### config.mk
export PLATFORM = sky130hd
export DESIGN_NAME = ps2_tx
export DESIGN_NICKNAME = d
export VERILOG_FILES = /design/src/rtl/ps2_pkg.sv /design/src/rtl/ps2_tx_deb.sv /design/src/rtl/ps2_tx.sv
export SDC_FILE = /design/constraint.sdc
export NUM_CORES = 1
export LEC_CHECK = 0
export ABC_CLOCK_PERIOD_IN_PS = 1900
export CAP_MARGIN = 20
export CELL_PAD_IN_SITES_DETAIL_PLACEMENT = 0
export CELL_PAD_IN_SITES_GLOBAL_PLACEMENT = 1
export CORE_ASPECT_RATIO = 1.25
export CORE_MARGIN = 8
export CORE_UTILIZATION = 43
export CTS_BUF_LIST = sky130_fd_sc_hd__clkbuf_2
export CTS_CLUSTER_SIZE = 8
export DETAILED_ROUTE_END_ITERATION = 8
export PLACE_DENSITY = 0.83
export SYNTH_ARGS = -nofsm -noshare
export SYNTH_HDL_FRONTEND = slang
export SYNTH_SLANG_ARGS = --single-unit
### constraint.sdc
create_clock -name clk -period 1.9 [get_ports clk]
set_clock_uncertainty 0.2 [all_clocks]
set_input_delay 0.19 -clock clk [delete_from_list [all_inputs] [get_ports clk]]
set_output_delay 0.19 -clock clk [all_outputs]
set_load 0.01 [all_outputs]
### src/rtl/ps2_pkg.sv
// rtl/ps2_pkg.sv - shared PS/2 state encodings and frame constants
package ps2_pkg;

    typedef enum logic [2:0] {
        IDLE      = 3'd0,
        INHIBIT   = 3'd1,
        RTS       = 3'd2,
        SHIFT     = 3'd3,
        ACK       = 3'd4,
        WAIT_IDLE = 3'd5
    } ps2_state_e;

    // Host-driven bits per frame after the start bit: 8 data, parity, stop
    localparam int HOST_BITS         = 10;
    localparam int RTS_CYCLES        = 2;
    localparam int DEB_STABLE_CYCLES = 4;

    function automatic logic odd_parity(input logic [7:0] d);
        return ~^d;
    endfunction

endpackage

### src/rtl/ps2_tx_deb.sv
// rtl/ps2_tx_deb.sv - synchronizing debouncer for the PS/2 clock line
module deb #(
    parameter int STABLE_CYCLES = 4
) (
    input  logic clk,
    input  logic rst_n,
    input  logic din,
    output logic dout
);
    localparam int CW = $clog2(STABLE_CYCLES + 1);
    localparam logic [CW-1:0] LAST = CW'(STABLE_CYCLES - 1);

    logic          s1;
    logic          s2;
    logic [CW-1:0] cnt;

    // dout follows the synchronized line only after it has held a new level
    always_ff @(posedge clk or negedge rst_n) begin
        if (!rst_n) begin
            s1   <= 1'b0;
            s2   <= 1'b0;
            dout <= 1'b0;
            cnt  <= '0;
        end else begin
            s1 <= din;
            s2 <= s1;
            if (s2 == dout) begin
                cnt <= '0;
            end else if (cnt == LAST) begin
                dout <= s2;
                cnt  <= '0;
            end else begin
                cnt <= cnt + 1'b1;
            end
        end
    end

endmodule

### src/rtl/ps2_tx.sv
// rtl/ps2_tx.sv - PS/2 host-to-device command byte transmitter
module ps2_tx
    import ps2_pkg::*;
#(
    parameter int INHIBIT_CYCLES = 5000,
    parameter int TIMEOUT_CYCLES = 750000
) (
    input  logic       clk,
    input  logic       rst_n,
    input  logic       kbclk,
    input  logic       in,
    output logic       kbclk_oe,
    output logic       kbdata_oe,
    input  logic [7:0] tx_data,
    input  logic       tx_valid,
    output logic       tx_ready,
    output logic       busy,
    output logic       done,
    output logic       err
);
    localparam int MAX_CNT = (INHIBIT_CYCLES > TIMEOUT_CYCLES) ? INHIBIT_CYCLES : TIMEOUT_CYCLES;
    localparam int CNT_W   = $clog2(MAX_CNT + 1);
    localparam logic [CNT_W-1:0] INH_LAST = CNT_W'(INHIBIT_CYCLES - 1);
    localparam logic [CNT_W-1:0] RTS_LAST = CNT_W'(RTS_CYCLES - 1);
    localparam logic [CNT_W-1:0] TO_LAST  = CNT_W'(TIMEOUT_CYCLES - 1);
    localparam logic [3:0]       PAR_IDX  = 4'(HOST_BITS - 2);

    ps2_state_e       state, state_d;
    logic [7:0]       data_q, data_d;
    logic             par_q, par_d;
    logic             ack_q, ack_d;
    logic [3:0]       idx, idx_d;
    logic [CNT_W-1:0] cnt, cnt_d;
    logic             clk_oe_d, dat_oe_d, done_d, err_d;
    logic             kbclk_deb, kbclk_prev, in_s1, in_sync, fe;

    deb #(.STABLE_CYCLES(DEB_STABLE_CYCLES)) u_deb (
        .clk   (clk),
        .rst_n (rst_n),
        .din   (kbclk),
        .dout  (kbclk_deb)
    );

    assign fe = kbclk_prev & ~kbclk_deb;

    always_ff @(posedge clk or negedge rst_n) begin
        if (!rst_n) begin
            state      <= IDLE;
            data_q     <= '0;
            par_q      <= 1'b0;
            ack_q      <= 1'b0;
            idx        <= '0;
            cnt        <= '0;
            kbclk_prev <= 1'b0;
            in_s1      <= 1'b0;
            in_sync    <= 1'b0;
            kbclk_oe   <= 1'b0;
            kbdata_oe  <= 1'b0;
            tx_ready   <= 1'b1;
            busy       <= 1'b0;
            done       <= 1'b0;
            err        <= 1'b0;
        end else begin
            state      <= state_d;
            data_q     <= data_d;
            par_q      <= par_d;
            ack_q      <= ack_d;
            idx        <= idx_d;
            cnt        <= cnt_d;
            kbclk_prev <= kbclk_deb;
            in_s1      <= in;
            in_sync    <= in_s1;
            kbclk_oe   <= clk_oe_d;
            kbdata_oe  <= dat_oe_d;
            tx_ready   <= (state_d == IDLE);
            busy       <= (state_d != IDLE);
            done       <= done_d;
            err        <= err_d;
        end
    end

    always_comb begin
        state_d  = state;
        data_d   = data_q;
        par_d    = par_q;
        ack_d    = ack_q;
        idx_d    = idx;
        cnt_d    = cnt;
        clk_oe_d = kbclk_oe;
        dat_oe_d = kbdata_oe;
        done_d   = 1'b0;
        err_d    = 1'b0;
        case (state)
            IDLE: begin
                clk_oe_d = 1'b0;
                dat_oe_d = 1'b0;
                if (tx_valid && tx_ready) begin
                    data_d   = tx_data;
                    par_d    = odd_parity(tx_data);
                    ack_d    = 1'b0;
                    idx_d    = '0;
                    cnt_d    = '0;
                    clk_oe_d = 1'b1;
                    state_d  = INHIBIT;
                end
            end
            INHIBIT: begin
                if (cnt == INH_LAST) begin
                    cnt_d    = '0;
                    dat_oe_d = 1'b1;
                    state_d  = RTS;
                end else begin
                    cnt_d = cnt + 1'b1;
                end
            end
            RTS: begin
                if (cnt == RTS_LAST) begin
                    cnt_d    = '0;
                    idx_d    = '0;
                    clk_oe_d = 1'b0;
                    state_d  = SHIFT;
                end else begin
                    cnt_d = cnt + 1'b1;
                end
            end
            SHIFT: begin
                if (fe) begin
                    if (!idx[3]) begin
                        dat_oe_d = ~data_q[idx[2:0]];
                    end else if (idx == PAR_IDX) begin
                        dat_oe_d = ~par_q;
                    end else begin
                        dat_oe_d = 1'b0;
                        state_d  = ACK;
                    end
                    idx_d = idx + 4'd1;
                end
            end
            ACK: begin
                if (fe) begin
                    if (!in_sync) begin
                        ack_d   = 1'b1;
                        state_d = WAIT_IDLE;
                    end else begin
                        err_d   = 1'b1;
                        state_d = IDLE;
                    end
                end
            end
            WAIT_IDLE: begin
                if (ack_q && kbclk_deb && in_sync) begin
                    done_d  = 1'b1;
                    state_d = IDLE;
                end
            end
            default: state_d = IDLE;
        endcase
        // Device-paced states abort if the device goes quiet; a completion in the same cycle wins
        if (state == SHIFT || state == ACK || state == WAIT_IDLE) begin
            cnt_d = fe ? '0 : cnt + 1'b1;
            if (!fe && cnt == TO_LAST && state_d != IDLE) begin
                clk_oe_d = 1'b0;
                dat_oe_d = 1'b0;
                err_d    = 1'b1;
                state_d  = IDLE;
            end
        end
    end

endmodule

# Word level (Yosys, flattened, before mapping)
# Cells that the tools add are included.
[word_totals] output_inout_bits=6 inputBits=13 ff_bits=52
[op_classes] bitwise_logic=5 eq_ne=17 n_addsub=3 mux=49 n_reduce_logical=21 order_cmp=1
[op_table] op="20-bit 2-to-1 mux" count=5
[op_table] op="20-bit case mux with 3 select lines" count=1
[op_table] op="3-bit 2-to-1 mux" count=13
[op_table] op="1-bit 2-to-1 mux" count=21
[op_table] op="20-bit by 1-bit adder with 20-bit output (second input constant)" count=1
[op_table] op="20-bit by 1-bit equality test with 1-bit output (second input constant)" count=1
[op_table] op="20-bit by 13-bit equality test with 1-bit output (second input constant)" count=1
[op_table] op="20-bit equality test (second input constant)" count=1
[op_table] op="3-bit case mux with 6 select lines" count=1
[op_table] op="4-bit 2-to-1 mux" count=3
[op_table] op="4-bit case mux with 3 select lines" count=1
[op_table] op="2-bit != test (second input constant)" count=5
[op_table] op="3-bit by 2-bit equality test with 1-bit output (second input constant)" count=3
[op_table] op="3-bit nonzero test" count=3
[op_table] op="4-bit AND reduction" count=2
[op_table] op="8-bit XNOR reduction" count=1
[op_table] op="3-bit equality test (second input constant)" count=2
[op_table] op="3-bit logical NOT" count=2
[op_table] op="2-bit AND reduction" count=3
[op_table] op="1-bit logical AND" count=5
[op_table] op="4-bit by 1-bit adder with 4-bit output (second input constant)" count=1
[op_table] op="4-bit equality test (second input constant)" count=1
[op_table] op="3-bit by 4-bit less-than comparator with 1-bit output (second input constant)" count=1
[op_table] op="1-bit inverter" count=4
[op_table] op="other kinds (12)" count=14

# Depth between registers and ports, before layout
# Gate-level depths: netlist of the first run.
[logic_depth] word_depth=10 ltp_mapped=7 ltp_nobuf=6

# Modules after synthesis
# A second synthesis of the first run with hierarchy kept.
[unflattened] cells_unflattened=276 hier_area_um2=2855.2
[modules_own_cells] module="ps2_tx" area_each_um2=2638.8 cells_per_inst=263 n_inst=1 seq_area_each_um2=1152.4
[modules_own_cells] module="deb" area_each_um2=216.5 cells_per_inst=13 n_inst=1 seq_area_each_um2=150.1

# Worst setup path after synthesis of the first run
# No wires, ideal clock.
[synth_timing] path_kind="register to register" from="register cnt[6]" to="register cnt[6]" setup_slack_ns=-0.205 period_less_slack_ns=2.105 path_stages_with_launch=8 path_buffers=2 required_ns=1.576 arrival_time_ns=1.781 path_cell_list="dfrtp_1 > buf_6 > nor4_4 > nand4_2 > a211o_1 > buf_6 > a221o_1 > o21bai_1"
[synth_between] elab_chain_len=4 word_cells_on_any_way=8
[synth_rtl] item="from (decl)" line_no="ps2_tx.sv:33" rtl="logic [CNT_W-1:0] cnt, cnt_d;"
[synth_rtl] item="from (signal assigned)" line_no="ps2_tx.sv:69" rtl="cnt <= cnt_d;"
[synth_rtl] item="20-bit by 1-bit adder with 20-bit output (tied with other cells)" line_no="ps2_tx.sv:113, ps2_tx.sv:123, ps2_tx.sv:160"
[synth_rtl] item="20-bit 2-to-1 mux (on tied branches)" line_no="ps2_tx.sv:117, ps2_tx.sv:108"
[synth_rtl] item="20-bit case mux with 3 select lines" line_no="ps2_tx.sv:93" rtl="case (state)"
[synth_rtl] item="20-bit 2-to-1 mux (*)" line_no="ps2_tx.sv:159" rtl="if (state == SHIFT || state == ACK || state == WAIT_IDLE) begin"
# Every way passes the cells marked *; elsewhere a longest branch is shown, timed or not.
# A chain may end at the register's enable or synchronous reset.

# Worst setup path after layout of the first run
[layout_timing] from="register cnt[11]" to="register cnt[6]"
[layout_between] elab_chain_len=4 word_cells_on_any_way=6
[layout_rtl] item="20-bit by 1-bit equality test with 1-bit output or 20-bit by 13-bit equality test with 1-bit output (tied branches)" line_no="ps2_tx.sv:117, ps2_tx.sv:108"
[layout_rtl] item="20-bit 2-to-1 mux (on tied branches)" line_no="ps2_tx.sv:117, ps2_tx.sv:108"
[layout_rtl] item="20-bit case mux with 3 select lines (*)" line_no="ps2_tx.sv:93"
[layout_rtl] item="20-bit 2-to-1 mux (*)" line_no="ps2_tx.sv:159"
# Marks and branches as above.

==> flow_summary.html, run 1 <==
<table>
<tr><th>Metric</th><th>Value</th></tr>
<tr><th colspan="2">Outcome</th></tr>
<tr><td>Outcome</td><td>finished, violations left</td></tr>
<tr><td>Failing checks</td><td>negative setup slack</td></tr>
<tr><th colspan="2">Worst setup path</th></tr>
<tr><td>Launch point of the worst reg-to-reg path</td><td>cnt[11]$_DFFE_PN0P_</td></tr>
<tr><td>R2R Path End</td><td>cnt[6]$_DFFE_PN0P_</td></tr>
<tr><td>Critical path cell sequence</td><td>nor4_4, nand4_2, a211o_4, a221o_1, o21bai_1</td></tr>
<tr><td>Data arrival at the endpoint of the critical path</td><td>2.31 ns</td></tr>
<tr><td>Slowest-stage cell, CP</td><td>dfrtp_1</td></tr>
<tr><td>Critical path endpoint</td><td>cnt[6]$_DFFE_PN0P_</td></tr>
<tr><td>Critical path capture point type</td><td>flop</td></tr>
<tr><td>CP required</td><td>2.05 ns</td></tr>
<tr><td>Kind of launch point of the worst setup path</td><td>flop</td></tr>
<tr><td>Cell depth of the worst flop-to-flop path</td><td>5</td></tr>
<tr><td>Total buffers and inverters traversed by the critical path</td><td>0</td></tr>
<tr><td>Max Fanout on Critical Path</td><td>7</td></tr>
<tr><td>Worst setup path startpoint</td><td>cnt[11]$_DFFE_PN0P_</td></tr>
<tr><td>Critical path's top delay family</td><td>compound AO/OA/AOI/OAI gates</td></tr>
<tr><td>Stages on worst setup path</td><td>5</td></tr>
<tr><td>Stage delay of the slowest cell on the critical path</td><td>0.47 ns</td></tr>
<tr><td>Type of the worst setup path</td><td>flop to flop</td></tr>
<tr><td>Slack of the worst reg-to-reg path</td><td>-0.26 ns</td></tr>
<tr><th colspan="2">Floorplan</th></tr>
<tr><td>Die Area</td><td>9478 µm²</td></tr>
<tr><td>Count of pins on the block boundary</td><td>19</td></tr>
<tr><td>Area of the placeable core</td><td>6482 µm²</td></tr>
<tr><td>Horizontal die dimension</td><td>88.69 µm</td></tr>
<tr><td>Site row count</td><td>33</td></tr>
<tr><td>Initial cell density of the core</td><td>0.4381</td></tr>
<tr><td>Y dimension of the die</td><td>106.9 µm</td></tr>
<tr><th colspan="2">STA</th></tr>
<tr><td>Tmin final</td><td>2.162 ns</td></tr>
<tr><td>Setup repair after global routing missed its margin</td><td>true</td></tr>
<tr><td>Setup tns final</td><td>-5.887 ns</td></tr>
<tr><td>Endpoints failing hold</td><td>0</td></tr>
<tr><td>Final-report max-slew violation count</td><td>0</td></tr>
<tr><td>Post-layout worst setup margin</td><td>-0.2623 ns</td></tr>
<tr><td>Final setup violation count</td><td>29</td></tr>
<tr><td>Slew margin rel.</td><td>0.6112</td></tr>
<tr><td>Worst-Margin Slew</td><td>0.5812 ns</td></tr>
<tr><td>Maximum achievable frequency</td><td>462.5 MHz</td></tr>
<tr><td>Final worst-path cycle share</td><td>1.138</td></tr>
<tr><th colspan="2">Placement</th></tr>
<tr><td>HPWL Detailed</td><td>5410 µm</td></tr>
<tr><td>Post-place instance area</td><td>3612 µm²</td></tr>
<tr><td>Count of port buffers added during placement</td><td>18</td></tr>
<tr><td>Placer's final routability congestion estimate</td><td>0.8429</td></tr>
<tr><td>Worst slack after detailed placement</td><td>-0.2782 ns</td></tr>
<tr><th colspan="2">Finish</th></tr>
<tr><td>Net count, final</td><td>426</td></tr>
<tr><td>Layout area overhead</td><td>39.78%</td></tr>
<tr><td>Total inserted antenna cells</td><td>0</td></tr>
<tr><td>Fillcell total</td><td>530</td></tr>
<tr><td>Leading cell types in the layout, fill and taps excluded</td><td>77 x buf_4, 56 x nand2_1, 50 x dfrtp_1</td></tr>
<tr><td>Most common library cell in the layout ignoring fill and taps</td><td>buf_4</td></tr>
<tr><td>Fraction of final layout cells with drive strength greater than 1</td><td>0.3130</td></tr>
<tr><td>Core utilization of the finished layout</td><td>0.6124</td></tr>
<tr><td>Final instance area</td><td>3970 µm²</td></tr>
<tr><th colspan="2">Synthesis</th></tr>
<tr><td>Main combinational cell family by area after synthesis</td><td>simple AND/OR/NAND/NOR gates</td></tr>
<tr><td>Multiplexer fraction of the synthesized cell area</td><td>0.02335</td></tr>
<tr><td>Unique cell type count in the Yosys netlist</td><td>53</td></tr>
<tr><td>Register area share after synthesis</td><td>0.4586</td></tr>
<tr><td>Most frequently used flop master after synthesis</td><td>dfrtp_1</td></tr>
<tr><td>Flop and latch count out of synthesis</td><td>52</td></tr>
<tr><td>Area share of fa/ha/maj cells after synthesis</td><td>0.02203</td></tr>
<tr><td>Average size of a mapped cell</td><td>9.162 µm²</td></tr>
<tr><td>Syn. warnings</td><td>0</td></tr>
<tr><td>Area share of xor/xnor cells in the synthesized design</td><td>0.04934</td></tr>
<tr><td>Post-synth EDFFs</td><td>0</td></tr>
<tr><td>Post-Synth Simple-Gate Area</td><td>0.2815</td></tr>
<tr><td>Synthesized Nets</td><td>328</td></tr>
<tr><td>Async SR Flop Fraction</td><td>1.000</td></tr>
<tr><td>Gate Count Post-Synth</td><td>310</td></tr>
<tr><td>Area of the mapped netlist</td><td>2840 µm²</td></tr>
<tr><td>Compound-Gate Fraction of Synth Area</td><td>0.1278</td></tr>
<tr><th colspan="2">Clocking</th></tr>
<tr><td>CTS clk-pin slew, worst paths</td><td>0.28 ns</td></tr>
<tr><td>Cell at the root of the clock tree</td><td>clkbuf_2</td></tr>
<tr><td>H-tree depth</td><td>2</td></tr>
<tr><td>Clock latency on the worst-skew pair</td><td>0.44 ns</td></tr>
<tr><td>Number of clock buffers inserted by TritonCTS</td><td>5</td></tr>
<tr><td>CTS tree</td><td>yes</td></tr>
<tr><td>Buffer levels on the longest clock path</td><td>2</td></tr>
<tr><td>Sink Count</td><td>52</td></tr>
<tr><th colspan="2">Detailed routing</th></tr>
<tr><td>Vias</td><td>2594</td></tr>
<tr><td>Detail Route Antenna Nets</td><td>0</td></tr>
<tr><td>WL final</td><td>7610 µm</td></tr>
<tr><td>Post-DR wirelength/cell</td><td>15.34 µm</td></tr>
<tr><td>Number of DRC violations after detailed-routing iteration 0</td><td>68</td></tr>
<tr><td>1st-pass router iterations</td><td>4</td></tr>
<tr><td>Remaining routing DRC violations</td><td>0</td></tr>
<tr><td>Vias per inst</td><td>5.230</td></tr>
<tr><th colspan="2">Power and ir drop</th></tr>
<tr><td>Leakage power figure</td><td>1.770 nW</td></tr>
<tr><td>Worst vdd rail ir drop</td><td>0.3502 mV</td></tr>
<tr><td>Power density over the cells</td><td>513.5 nW/µm²</td></tr>
<tr><td>Tot Pwr</td><td>2.039 mW</td></tr>
<tr><th colspan="2">GRT</th></tr>
<tr><td>Pin count of the biggest net entering global routing</td><td>21</td></tr>
<tr><td>Global-route wire length before repair</td><td>12230 µm</td></tr>
<tr><td>Number of global-route vias before repair</td><td>2671</td></tr>
<tr><td>Residual overflow from global routing</td><td>0</td></tr>
<tr><td>GRT Util Overall</td><td>0.1631</td></tr>
<tr><td>Antenna violations before repair</td><td>0</td></tr>
<tr><th colspan="2">Worst hold path</th></tr>
<tr><td>Worst min path class</td><td>input pin to asynchronous set/reset pin</td></tr>
<tr><th colspan="2">Job</th></tr>
<tr><td>Number of max-capacitance violations reported</td><td>0</td></tr>
</table>
synthesized netlist by cell type (2+ instances only):
cell type  number  area, µm²
or2_2           2      12.51
a21boi_0        2      15.01
xor2_1          4      35.03
nor2b_1         6      37.54
a21oi_1        10      50.05
o31a_1          2      17.52
nor3b_1         6      45.04
ha_1            5      62.56
mux4_2          2      45.04
o211ai_1        8      60.06
inv_1           7      26.28
nor2_1         24      90.09
a2111oi_0       3      26.28
a31oi_1         3      18.77
nand2b_1        4      25.02
clkbuf_1       10      37.54
buf_2           3      15.01
nand3b_1        6      45.04
o21ai_0        15      75.07
xnor2_1        12      105.1
dfrtp_1        51       1276
nor3_1         11      55.05
nand4_1         6      37.54
nand2_1        58      217.7
and4_1          2      17.52
and3_1          3      18.77
nand3_1        11      55.05
buf_6           2      22.52
nor4_1          6      37.54
and2_1          2      12.51
a21o_1          2      15.01
state kept, by name, summed over array words and instances, names as in the netlist, 3 cells and up:
name	cells
state	3
u_deb.cnt	3
idx	4
data_q	8
cnt	20
worst min-delay path by stage:
stage	startpoint	end	slack [ns]	cells past startpoint
3_5_place_dp	rst_n	data_q[4]$_DFFE_PN0P_	-0.02	1
6_report	rst_n	tx_ready$_DFF_PN1_	0.06	2
5_1_grt	rst_n	tx_ready$_DFF_PN1_	0.06	2
2_1_floorplan	rst_n	ack_q$_DFFE_PN0P_	-0.31	0
4_1_cts	rst_n	tx_ready$_DFF_PN1_	0.05	2
3_3_place_gp	rst_n	data_q[4]$_DFFE_PN0P_	-0.03	1
worst register-to-register path, cell delays in order, from the launching register on:
cell      delay, ns
dfrtp_1        0.47
nor4_4         0.34
nand4_2        0.19
a211o_4        0.42
a221o_1        0.30
o21bai_1       0.15
layout make-up:
cell class | count | area, µm² | share of cell area
clock buffers | 5 | 25.02 | 0.006303
flip-flops and latches | 52 | 1304 | 0.3284
inverters | 7 | 26.28 | 0.006618
repair buffers | 107 | 900.9 | 0.2269
well taps | 87 | 108.9 | 0.02742
multi-input cells | 235 | 1563 | 0.3936
clock inverters | 3 | 42.54 | 0.01072
stage by stage:
step | cells | hold WS (ns)
after global routing | 496 | 0.05819
after global placement | 474 | -0.02582
after CTS | 492 | 0.04721
after detailed placement | 474 | -0.01844
after floorplan | 310 | -0.3056
final | 496 | 0.06487
power by group:
group | switching [mW] | internal [mW]
Sequential | 0.0346 | 1.15
Clock | 0.359 | 0.221
Combinational | 0.138 | 0.135
Total | 0.531 | 1.51
layer usage:
metal | global-route usage | vias up | routed length, µm
met2 | 0.2841 | 30 | 4179
met3 | 0.02754 | 15 | 173
met5 | 0 | - | 0
met4 | 0.06061 | 0 | 152
met1 | 0.1924 | 1260 | 3105
li1 | - | 1289 | -
kinds of logic (layout without fill, tap and decap cells):
group | after synthesis | after routing
adder cells (fa/ha/maj) | 5 | 5
AO/OA/AOI/OAI | 55 | 55
XOR/XNOR | 16 | 16
buffers and inverters | 23 | 122
AND/OR/NAND/NOR | 155 | 155
flip-flops | 52 | 52
multiplexers | 4 | 4
what timing repair did:
| item | 4_1_cts | 5_1_grt |
|---|---|---|
| cloned | 0 | 1 |
| endpoints found under the hold margin | 54 | 0 |
| endpoints found under the setup margin | 40 | 42 |
| gates resized for setup | 21 | 28 |
| buffers inserted | 5 | 4 |
| hold buffers | 5 | 0 |
| pin swaps | 4 | 7 |
Note: power is estimated with default switching activity, not from simulation.
==> run 2: changes to the inputs <==
Settings changed: GPL_ROUTABILITY_DRIVEN set to 0.
==> results of run 2 <==
The final DEF is identical to that of run 1; final timing and power are the same.
